$ cat config.mk
export PLATFORM = sky130hd
export DESIGN_NAME = mips32_boot_ctrl
export DESIGN_NICKNAME = d
export VERILOG_FILES = /design/src/rtl/mips32_boot_ctrl.sv
export SDC_FILE = /design/constraint.sdc
export NUM_CORES = 1
export LEC_CHECK = 0
export CAP_MARGIN = 20
export CORE_UTILIZATION = 38
export CTS_CLUSTER_DIAMETER = 40
export DETAILED_ROUTE_END_ITERATION = 6
export PLACE_DENSITY = 0.81
export SETUP_SLACK_MARGIN = 0.5
export SYNTH_ARGS = -nofsm -noshare
export SYNTH_HDL_FRONTEND = slang
export SYNTH_SLANG_ARGS = --single-unit
$ cat constraint.sdc
create_clock -name clk1 -period 2.5 [get_ports clk1]
set_clock_uncertainty 0.15 [all_clocks]
set_input_delay 0.25 -clock clk1 [delete_from_list [all_inputs] [get_ports clk1]]
set_output_delay 0.25 -clock clk1 [all_outputs]
set_load 0.03 [all_outputs]
$ cat src/rtl/mips32_boot_ctrl.sv
// Boot sequencer for the pipelined MIPS32 core.
// Loads a program into instruction memory, initialises and runs the core until
// HALT or timeout, then streams a register dump out over valid/ready.
module mips32_boot_ctrl #(
  parameter int IMEM_AW     = 10,
  parameter int DUMP_REGS   = 6,
  parameter int RUN_TIMEOUT = 1024
) (
  input  logic               clk1,
  input  logic               rst_n,
  input  logic               start,
  input  logic [IMEM_AW:0]   prog_len,
  input  logic               ld_valid,
  input  logic [31:0]        ld_data,
  output logic               ld_ready,
  output logic               imem_we,
  output logic [IMEM_AW-1:0] imem_addr,
  output logic [31:0]        imem_wdata,
  output logic               core_init,
  output logic               core_run,
  input  logic               core_halted,
  output logic [4:0]         reg_raddr,
  input  logic [31:0]        reg_rdata,
  output logic               dump_valid,
  output logic [4:0]         dump_idx,
  output logic [31:0]        dump_data,
  input  logic               dump_ready,
  output logic               busy,
  output logic               done,
  output logic               timeout
);

  localparam int CW = $clog2(RUN_TIMEOUT);
  localparam logic [IMEM_AW:0] MAXLEN = {1'b1, {IMEM_AW{1'b0}}};
  localparam logic [CW-1:0]    TLAST  = CW'(RUN_TIMEOUT - 1);
  localparam logic [4:0]       DLAST  = 5'(DUMP_REGS - 1);

  typedef enum logic [2:0] {S_IDLE, S_LOAD, S_INIT, S_RUN, S_DUMP, S_DONE} state_t;

  state_t           state, nstate;
  logic [IMEM_AW:0] len, wcnt, plen_c;
  logic [CW-1:0]    ccnt;
  logic [4:0]       didx;
  logic             timeout_q;

  // start is only honoured when no sequence is in flight
  logic start_ok, ld_xfer, dump_xfer, halt_hit, tmo_hit;
  assign start_ok  = start && (state == S_IDLE || state == S_DONE);
  assign ld_xfer   = (state == S_LOAD) && ld_valid;
  assign dump_xfer = (state == S_DUMP) && dump_ready;
  assign halt_hit  = (state == S_RUN) && core_halted;
  // halt takes priority, so a timeout only counts when the core is still running
  assign tmo_hit   = (state == S_RUN) && !core_halted && (ccnt == TLAST);
  assign plen_c    = (prog_len > MAXLEN) ? MAXLEN : prog_len;

  // State register
  always_ff @(posedge clk1 or negedge rst_n) begin
    if (!rst_n) state <= S_IDLE;
    else        state <= nstate;
  end

  // Next-state logic
  always_comb begin
    nstate = state;
    case (state)
      S_IDLE, S_DONE: if (start_ok) nstate = (plen_c != '0) ? S_LOAD : S_INIT;
      S_LOAD:         if (ld_xfer && (wcnt == len - 1'b1)) nstate = S_INIT;
      S_INIT:         nstate = S_RUN;
      S_RUN:          if (halt_hit || tmo_hit) nstate = S_DUMP;
      S_DUMP:         if (dump_xfer && (didx == DLAST)) nstate = S_DONE;
      default:        nstate = S_IDLE;
    endcase
  end

  // Counters, latched length and sticky timeout flag
  always_ff @(posedge clk1 or negedge rst_n) begin
    if (!rst_n) begin
      len       <= '0;
      wcnt      <= '0;
      ccnt      <= '0;
      didx      <= '0;
      timeout_q <= 1'b0;
    end else if (start_ok) begin
      len       <= plen_c;
      wcnt      <= '0;
      ccnt      <= '0;
      didx      <= '0;
      timeout_q <= 1'b0;
    end else begin
      if (ld_xfer) wcnt <= wcnt + 1'b1;
      // hold the cycle counter on the exit cycle so it never wraps
      if (state == S_RUN && !halt_hit && !tmo_hit) ccnt <= ccnt + 1'b1;
      if (tmo_hit) timeout_q <= 1'b1;
      if (dump_xfer && didx != DLAST) didx <= didx + 1'b1;
    end
  end

  // Outputs decoded from state; data paths are zeroed outside their phase
  always_comb begin
    ld_ready   = (state == S_LOAD);
    imem_we    = ld_xfer;
    imem_addr  = ld_xfer ? wcnt[IMEM_AW-1:0] : '0;
    imem_wdata = ld_xfer ? ld_data : '0;
    core_init  = (state == S_INIT);
    core_run   = (state == S_RUN);
    dump_valid = (state == S_DUMP);
    reg_raddr  = (state == S_DUMP) ? didx : '0;
    dump_idx   = reg_raddr;
    dump_data  = (state == S_DUMP) ? reg_rdata : '0;
    busy       = (state == S_LOAD) || (state == S_INIT) || (state == S_RUN) || (state == S_DUMP);
    done       = (state == S_DONE);
    timeout    = timeout_q;
  end

endmodule

==> flow_summary.yaml <==
worst_setup_path:
  critical_path.slowest_cell: "and4bb_4"
  setup.reg_to_reg.worst_slack_ns: 0.50
  cp_max_fo: 12
  critical_path_cell_by_cell: "and4bb_4 > clkbuf_16 > and2_1 > buf_4"
  critPathRequiredTime_ns: 2.10
  critical-path-max-stage-delay_ns: 0.47
  worstSetupStartpointType: "flop"
  critPathCaptureType: "output pin"
  worstPathArrival_ns: 1.68
  type_of_the_worst_setup_path: "flop to output pin"
run_status:
  run_status: "finished clean"
drt:
  vias: 3114
  drt_iter0_markers: 158
  ant_nets: 0
  number_of_vias_per_cell_after_detailed_routing: 4.97
  dr.pass1.iters: 4
  drc: 0
  avgRoutedWirePerCell_microns: 15.6
  finalWirelength_mm: 9.75
logic_synthesis:
  synth_top_area_share_pct: 34.9
  yosys_warning_count: 0
  synth_cell_types: 44
  synth_enable_flop_cells: 0
  synth_commonest_cells: "and2_1 (81), dfrtp_1 (41), nor2_1 (33)"
  post-synth-top-area-cell: "dfrtp_1"
  syn_avg_cell_area_sq_um: 8.49
  yosysMostFrequentCell: "and2_1"
  synthesis_stage_register_bit_count: 41
  postSynthCellCount: 346
  net_count_synth: 432
  synth_area_leaders: "dfrtp_1 (35%), and2_1 (17%), xor2_1 (6.9%), nor2_1 (4.2%), xnor2_1 (3.9%)"
  synth-main-ff-cell: "dfrtp_1"
  synth_area_sq_um: 2940
  asyncSetResetFlopFracSynth_pct: 100
  synth_seq_area_share_pct: 34.9
global_routing:
  groute.usage.overall_pct: 21.0
  grt_pass1_wl_mm: 14.0
  grt_antenna_before_repair: 0
  largest_net_degree_at_the_start_of_global_routing: 42
  first_global_vias: 3077
  overflow: 0
clock_network:
  clock_sinks: 41
  clock_tree_from_tritoncts: "yes"
  cts_root_buffer: "clkbuf_8"
  cts_made_buffers: 5
  cts.reportedPaths.clkPinSlew_ns: 0.07
  clk-insertion-delay-late_ns: 0.29
  cts.htree.levels: 2
  cts.path.max_buffers: 2
min_path:
  hp-class: "flop to flop"
power:
  cellLeakagePower_nw: 2.47
  seq_power_share_pct: 25.1
  share_comb_of_total_power_pct: 64.0
  power_switching_share_pct: 44.1
  irDropWorstVdd_uv: 789
  power.clock.fraction_pct: 10.9
  power_report.internal_total_mw: 2.25
  cellPowerDensity_nw_per_um2: 773
  switching_power_mw: 1.77
placement:
  place_congestion: 0.800
  numPortBuffers: 172
  dpl.cell_count: 601
  detailed_place_hpwl_mm: 6.43
timing:
  timing.final.hold_violations: 0
  timing_max_transition_violations_final: 0
  min_period_over_period_pct: 83.3
  fmax_mhz: 480
  finalCriticalPeriod_ns: 2.08
  setup_repair_after_global_routing_missed_its_margin: "yes"
  finalSetupViolations: 0
  worstMarginPinSlew_ns: 0.910
  holdWs_ns: 0.362
  setup_total_negative_slack_ns: 0
  worst_relative_slew_slack_pct: 39.3
layout:
  fill_cells: 567
  synthToLayoutAreaGrowth_pct: 77.3
  instances_no_fill: 626
  diodes: 0
  drive_above_1_share_pct: 35.9
  net_count_reported_at_finish: 613
  finalCoreUtilization_pct: 70.6
run:
  cap_violations: 0
die:
  io-pin-count: 173
  die_x_microns: 89.9
  initial_utilization_pct: 39.8
  die_area_sq_um: 8080
  floorplan.core_area_sq_um: 7370
  rows: 31
  dieHeight_microns: 89.9
-- cell families (layout without fill, tap and decap cells) --
| logic type | Yosys count | in the layout | share of synthesized area (%) |
|---|---|---|---|
| buf+inv | 31 | 212 | 4.98 |
| mux | 2 | 2 | 0.682 |
| xor+xnor | 36 | 36 | 10.7 |
| fa+ha+maj | 5 | 5 | 2.13 |
| compound gates | 32 | 32 | 6.86 |
| simple gates | 199 | 199 | 39.7 |
| flops | 41 | 41 | 34.9 |
-- power groups by stage --
stage / Combinational [mW] / Sequential [mW] / Clock [mW]
floorplan: 1.42 / 0.947 / 0
global placement: 2.03 / 1.01 / 0
detailed placement: 2.07 / 1.02 / 0
CTS: 2.18 / 0.982 / 0.450
global route: 2.77 / 1.03 / 0.481
finish: 2.58 / 1.01 / 0.439
-- worst max-delay path: cells and delay by family (launching register included) --
family,cells,cell delay (ns)
and+or+nand+nor,2,0.60
DFF,1,0.43
buffers and inverters,2,0.35
-- what timing repair did --
action | CTS | global route
pin swaps | 1 | 31
buffers inserted | 4 | 4
endpoints found under the setup margin | 92 | 91
gates cloned | 1 | 8
hold buffers | 1 | 0
endpoints found under the hold margin | 41 | 0
resized for setup | 14 | 133
-- state kept, by name, summed over array words and instances, names as in the netlist --
register,count
ccnt,10
state,3
len,11
didx,5
wcnt,11
timeout,1
-- placed cells by master, fill, tap and decap left out, types with 3 or more instances in the layout --
| cell | synthesis | layout |
|---|---|---|
| clkdlybuf4s50_1 | 0 | 80 |
| buf_6 | 0 | 60 |
| and2_4 | 0 | 49 |
| buf_4 | 7 | 41 |
| dfrtp_1 | 41 | 38 |
| nor2_1 | 33 | 33 |
| and2_1 | 81 | 32 |
| nand2_1 | 24 | 24 |
| xor2_1 | 23 | 23 |
| xnor2_1 | 13 | 13 |
| nand3_1 | 10 | 10 |
| a21oi_1 | 10 | 10 |
| and3_1 | 9 | 9 |
| nand3b_1 | 9 | 9 |
| o21ai_0 | 9 | 9 |
| inv_1 | 8 | 8 |
| nand4_1 | 6 | 6 |
| clkbuf_8 | 0 | 6 |
| ha_1 | 5 | 5 |
| a22o_1 | 4 | 4 |
| nor3_2 | 4 | 4 |
| clkbuf_16 | 0 | 4 |
| clkbuf_2 | 2 | 4 |
| nor3_1 | 4 | 3 |
| nand3_2 | 3 | 3 |
| dfrtp_2 | 0 | 3 |
-- metrics by stage --
step | cell area, sq um | power (mW) | setup WS (ns)
floorplan | 2940 | 2.37 | 0.542
global placement | 4510 | 3.04 | 0.392
detailed placement | 4510 | 3.09 | 0.331
CTS | 4670 | 3.61 | 0.442
global route | 5210 | 4.28 | 0.355
finish | 5210 | 4.02 | 0.417
-- layer usage --
metal | routed length (microns) | global-route usage [%] | up-vias
met2 | 5240 | 38.8 | 137
li1 | - | - | 1498
met1 | 3700 | 24.0 | 1465
met3 | 662 | 5.16 | 14
met5 | 0 | 0 | -
met4 | 145 | 5.38 | 0
-- area by class of cell --
type,count,area (sq um),area share [%]
timing repair buffer,196,2010,38.5
multi-input combinational,274,1920,36.9
sequential,41,1030,19.8
tap,99,124,2.38
clock buffer,7,86.3,1.66
inverter,9,36.3,0.697
-- final timing paths --
check,start,end,cells past startpoint
hold reg to reg,timeout,timeout,2
max in group asynchronous,rst_n,state[0],2
hold / removal,timeout,timeout,2
min in group asynchronous,rst_n,wcnt[8],2
setup / recovery,state[2],imem_wdata[20],4
setup reg to reg,state[2],state[0],6
Power figures use the tool's default switching activity.
